`src/rtl/uart_tx_fifo.sv`:
```
// uart_tx_fifo: FIFO-buffered 8N1 UART transmitter with back-to-back frames
module uart_tx_fifo #(
  parameter int BAUD_DIV   = 5208,
  parameter int FIFO_DEPTH = 4
) (
  input  logic       clk,
  input  logic       rst,
  input  logic [7:0] tx_data,
  input  logic       trmt,
  output logic       full,
  output logic       empty,
  output logic       busy,
  output logic       tx_done,
  output logic       overflow,
  output logic       TX
);
  localparam int AW = $clog2(FIFO_DEPTH);
  localparam logic [AW:0] FULL_CNT = (AW+1)'(FIFO_DEPTH);
  typedef enum logic {IDLE, XMIT} state_t;
  state_t        state;
  logic [7:0]    mem [FIFO_DEPTH];
  logic [AW-1:0] wptr, rptr;
  logic [AW:0]   count;
  logic [9:0]    shreg;
  logic [12:0]   baud_cnt;
  logic [3:0]    bit_cnt;
  logic          push, pop, tick, last;
  assign full  = count == FULL_CNT;
  assign empty = count == '0;
  assign TX    = shreg[0];
  assign tick  = state == XMIT && baud_cnt == 13'(BAUD_DIV - 1);
  // stop bit finishing: the next frame may load on this same edge
  assign last  = tick && bit_cnt == 4'd9;
  assign push  = trmt && !full;
  assign pop   = !empty && (state == IDLE || last);
  always_ff @(posedge clk)
    if (push) mem[wptr] <= tx_data;
  always_ff @(posedge clk) begin
    if (rst) begin
      state    <= IDLE;
      wptr     <= '0;
      rptr     <= '0;
      count    <= '0;
      shreg    <= '1;
      baud_cnt <= '0;
      bit_cnt  <= '0;
      busy     <= 1'b0;
      tx_done  <= 1'b0;
      overflow <= 1'b0;
    end else begin
      tx_done  <= last;
      overflow <= overflow | (trmt && full);
      count    <= count + (AW+1)'(push) - (AW+1)'(pop);
      if (push) wptr <= wptr + 1'b1;
      if (pop) rptr <= rptr + 1'b1;
      if (pop) begin
        shreg    <= {1'b1, mem[rptr], 1'b0};
        baud_cnt <= '0;
        bit_cnt  <= '0;
        state    <= XMIT;
        busy     <= 1'b1;
      end else if (tick) begin
        shreg    <= {1'b1, shreg[9:1]};
        baud_cnt <= '0;
        bit_cnt  <= bit_cnt + 4'd1;
        state    <= last ? IDLE : XMIT;
        busy     <= !last;
      end else if (state == XMIT) begin
        baud_cnt <= baud_cnt + 13'd1;
      end
    end
  end
endmodule

```
`config.mk`:
```
export PLATFORM = sky130hd
export DESIGN_NAME = uart_tx_fifo
export DESIGN_NICKNAME = d
export VERILOG_FILES = /design/src/rtl/uart_tx_fifo.sv
export SDC_FILE = /design/constraint.sdc
export NUM_CORES = 1
export LEC_CHECK = 0
export ABC_AREA = 1
export CORE_ASPECT_RATIO = 0.8
export CORE_MARGIN = 5
export CORE_UTILIZATION = 53
export CTS_CLUSTER_DIAMETER = 60
export DETAILED_ROUTE_END_ITERATION = 7
export GPL_TIMING_DRIVEN = 0
export MAX_ROUTING_LAYER = met4
export PLACE_DENSITY_LB_ADDON = 0.25
export SETUP_SLACK_MARGIN = 0.2
export SYNTH_ARGS = -nofsm -noshare
export SYNTH_HDL_FRONTEND = slang
export SYNTH_SLANG_ARGS = --single-unit
```
`constraint.sdc`:
```
create_clock -name clk -period 2.15 [get_ports clk]
set_input_delay 0.43 -clock clk [delete_from_list [all_inputs] [get_ports clk]]
set_output_delay 0.43 -clock clk [all_outputs]
set_load 0.03 [all_outputs]
```
==> results.yml <==
run_status:
  status: "complete, but fails checks"
  violations: "setup timing"
floorplanning:
  dieWidth_um: 95.1
  coreArea_sq_um: 5530
  die_y_um: 78.1
  dieArea_sq_um: 7430
  row_count: 24
  io_pins: 17
  initial_utilization_pct: 55.6
placement:
  hpwl_mm: 4.28
  gp_congestion: 0.827
  dp.cells: 434
  place_area_sq_um: 3410
  portBuffers: 16
  preCtsSetupSlack_ns: -0.287
drt:
  dr_total_vias: 2465
  antenna_left: 0
  wl_per_cell_um: 15.1
  drtIter0Drc: 216
  firstDrtPassIters: 4
  routed_wl_mm: 7.09
  vias_per_cell: 5.23
  post-route-drc-count: 0
finish:
  drive_gt1_share_pct: 27.5
  nNetsFinal: 409
  final_util_pct: 73.9
  fill_cells: 364
  diodes: 0
  area_delta_synth_final_pct: 32.9
  instances_no_fill: 471
  final_cell_area_sq_um: 4080
clock_network:
  cts_made_buffers: 9
  clk_pin_slew_ns: 0.07
  cts_sinks: 70
  cts_tree: "built"
  clock_path_buffers: 2
  cts-htree-levels: 3
  clock_latency_ns: 0.34
  cts_root_buffer: "clkbuf_8"
worst_hold_path:
  hold_class: "reg2reg"
worst_setup_path:
  crit_slowest_cell: "dfxtp_2"
  crit_fanout: 5
  crit_chain: "ha_4 > nand2_2 > inv_2 > nand2_2 > nor2_4 > nand3_2 > nand2_2 > nand2_2 > buf_4 > buf_6 > buf_6 > buf_6 > buf_6 > buf_6 > buf_6 > nand3_4 > clkbuf_16 > nor2_4"
  crit_required_ns: 2.39
  critPathBufInv: 9
  path_class: "reg2reg"
  crit_family: "buffers and inverters"
  end_kind: "flop"
  crit_path_frequent_cell: "buf_6"
  max_stage_delay_ns: 0.36
  arrival_ns: 2.48
  start_kind: "flop"
sta:
  hold_viol: 0
  setup_violations: 22
  worst_pin_slew_ns: 0.675
  fmax_mhz: 446
  fin_crit_sh_pct: 104
  rsz0062_at_grt: "yes"
  min_period_ns: 2.24
  fin_ws_ns: -0.0913
  finalClockSkew_ns: 0.00984
  slew_headroom_pct: 55.0
  finalMaxSlewViolations: 0
synth:
  syn-num-nets: 361
  yosysMostFrequentCell: "nand2_1"
  synth_cells: 340
  ys.flop_type: "dfxtp_1"
  synthDistinctLibCells: 29
  synth_area_leaders: "edfxtp_1 31%, dfxtp_1 25%, nand2_1 10%, nand3_1 7.5%, nor2_1 4.5%"
  synth.ff_latch_count: 70
  synth-edff-count: 32
  synth_common_cells: "82 x nand2_1, 46 x nand3_1, 38 x dfxtp_1, 37 x nor2_1, 32 x edfxtp_1"
  synth_top_area_cell: "edfxtp_1"
  async_flop_share_pct: 0
  yosys_warnings: 0
  ys_seq_area_share_pct: 56.0
  yosysTopAreaCellShare_pct: 31.3
  netlist_area_sq_um: 3070
  synth.avg_cell_area_sq_um: 9.04
grt:
  overflow: 0
  grt_pass1_wl_mm: 11.3
  grt_usage_pct: 20.4
  grt_max_degree: 13
  grt_pass1_vias: 2393
  antenna_found_initial: 0
power_and_ir_drop:
  total_leakage_power_nw: 1.62
  ir_worst_vdd_v: 0.000775
  power_density_nw_per_um2: 1190
job:
  cap_viol_max_count: 0
==> layout make-up <==
type                       count  area [sq um]  share of cell area (%)
multi-input combinational    223          1420                    34.7
timing repair buffer          37           373                    9.13
clock inverter                 6          86.3                    2.11
clock buffer                  10           128                    3.12
inverter                      34           135                    3.31
buffer                        13           109                    2.67
sequential                    70          1740                    42.6
tap                           78          97.6                    2.39
==> metrics by stage <==
step	TNS, ns	total power, mW	hold WS, ns
2_1_floorplan	-0.0286	2.78	0.441
3_3_place_gp	-3.90	3.09	0.441
3_5_place_dp	-5.69	3.15	0.451
4_1_cts	-0.0790	4.58	0.464
5_1_grt	-3.30	5.17	0.481
6_report	-1.17	4.87	0.460
==> routing by layer <==
layer  part of all wire, %  track usage, %  up-vias
met3                   7.7            6.88       11
met5                     0               -        -
met4                   1.7            4.76        0
met2                    50            31.1       87
li1                      -               -     1202
met1                    41            26.2     1165
==> layout by cell type, fill, tap and decap left out, types with 4 or more instances in the layout <==
cell,netlist,routed
dfxtp_1,38,31
nor2_2,1,9
xor2_1,12,12
nand2_1,82,80
inv_2,2,6
o21ai_0,5,4
inv_1,31,27
ha_1,9,6
nor2_4,0,7
dfxtp_2,0,4
nand3_1,46,28
clkbuf_8,0,9
nor2_1,37,22
edfxtp_1,32,32
nand3_2,2,16
clkbuf_1,4,4
buf_6,2,8
a21oi_1,9,9
buf_4,3,15
nand2_2,2,4
nand3_4,0,4
clkdlybuf4s50_1,0,14
==> final timing paths <==
path / startpoint / end / slack, ns / cells past startpoint
hold / removal: overflow$_SDFF_PP0_ / overflow$_SDFF_PP0_ / 0.46 / 2
setup reg to reg: baud_cnt[0]$_SDFFE_PP0P_ / baud_cnt[5]$_SDFFE_PP0P_ / -0.09 / 18
setup / recovery: baud_cnt[0]$_SDFFE_PP0P_ / baud_cnt[5]$_SDFFE_PP0P_ / -0.09 / 18
hold reg to reg: overflow$_SDFF_PP0_ / overflow$_SDFF_PP0_ / 0.46 / 2
==> report_power, final <==
part	internal [mW]	leakage [nW]	total, mW	switching, mW
Clock	0.651	0.106	1.13	0.483
Combinational	0.861	0.901	1.96	1.10
Sequential	1.62	0.608	1.77	0.155
Total	3.13	1.62	4.87	1.74
==> worst register-to-register path, cell delays in order (launching register included) <==
cell and delay [ns]:
dfxtp_2 0.36, ha_4 0.14, nand2_2 0.05, inv_2 0.05, nand2_2 0.05, nor2_4 0.10
nand3_2 0.09, nand2_2 0.10, nand2_2 0.07, buf_4 0.14, buf_6 0.11, buf_6 0.10
buf_6 0.11, buf_6 0.10, buf_6 0.10, buf_6 0.13, nand3_4 0.12, clkbuf_16 0.19
nor2_4 0.04
==> cell families (layout without fill, tap and decap cells) <==
| group | after synthesis | in the layout | share of synthesized area (%) |
|---|---|---|---|
| AO/OA/AOI/OAI | 15 | 15 | 2.48 |
| XOR/XNOR | 15 | 15 | 4.28 |
| AND/OR/NAND/NOR | 182 | 182 | 25.8 |
| multiplexers | 1 | 1 | 0.326 |
| buffers and inverters | 47 | 100 | 6.80 |
| flip-flops | 70 | 70 | 56.0 |
| adder cells (fa/ha/maj) | 10 | 10 | 4.32 |
==> registers in the layout, indices dropped and copies added, names as in the netlist, named ones only <==
name,count
wptr,2
mem,32
overflow,1
baud_cnt,13
busy,1
rptr,2
bit_cnt,4
tx_done,1
count,3
shreg,9
==> repair_timing <==
item	in CTS	in global routing
cloned	0	2
setup buffers	13	6
pin swaps	20	6
endpoints found under the setup margin	22	36
hold buffers	0	0
gates resized for setup	42	29
Note: power is estimated with default switching activity, not from simulation.
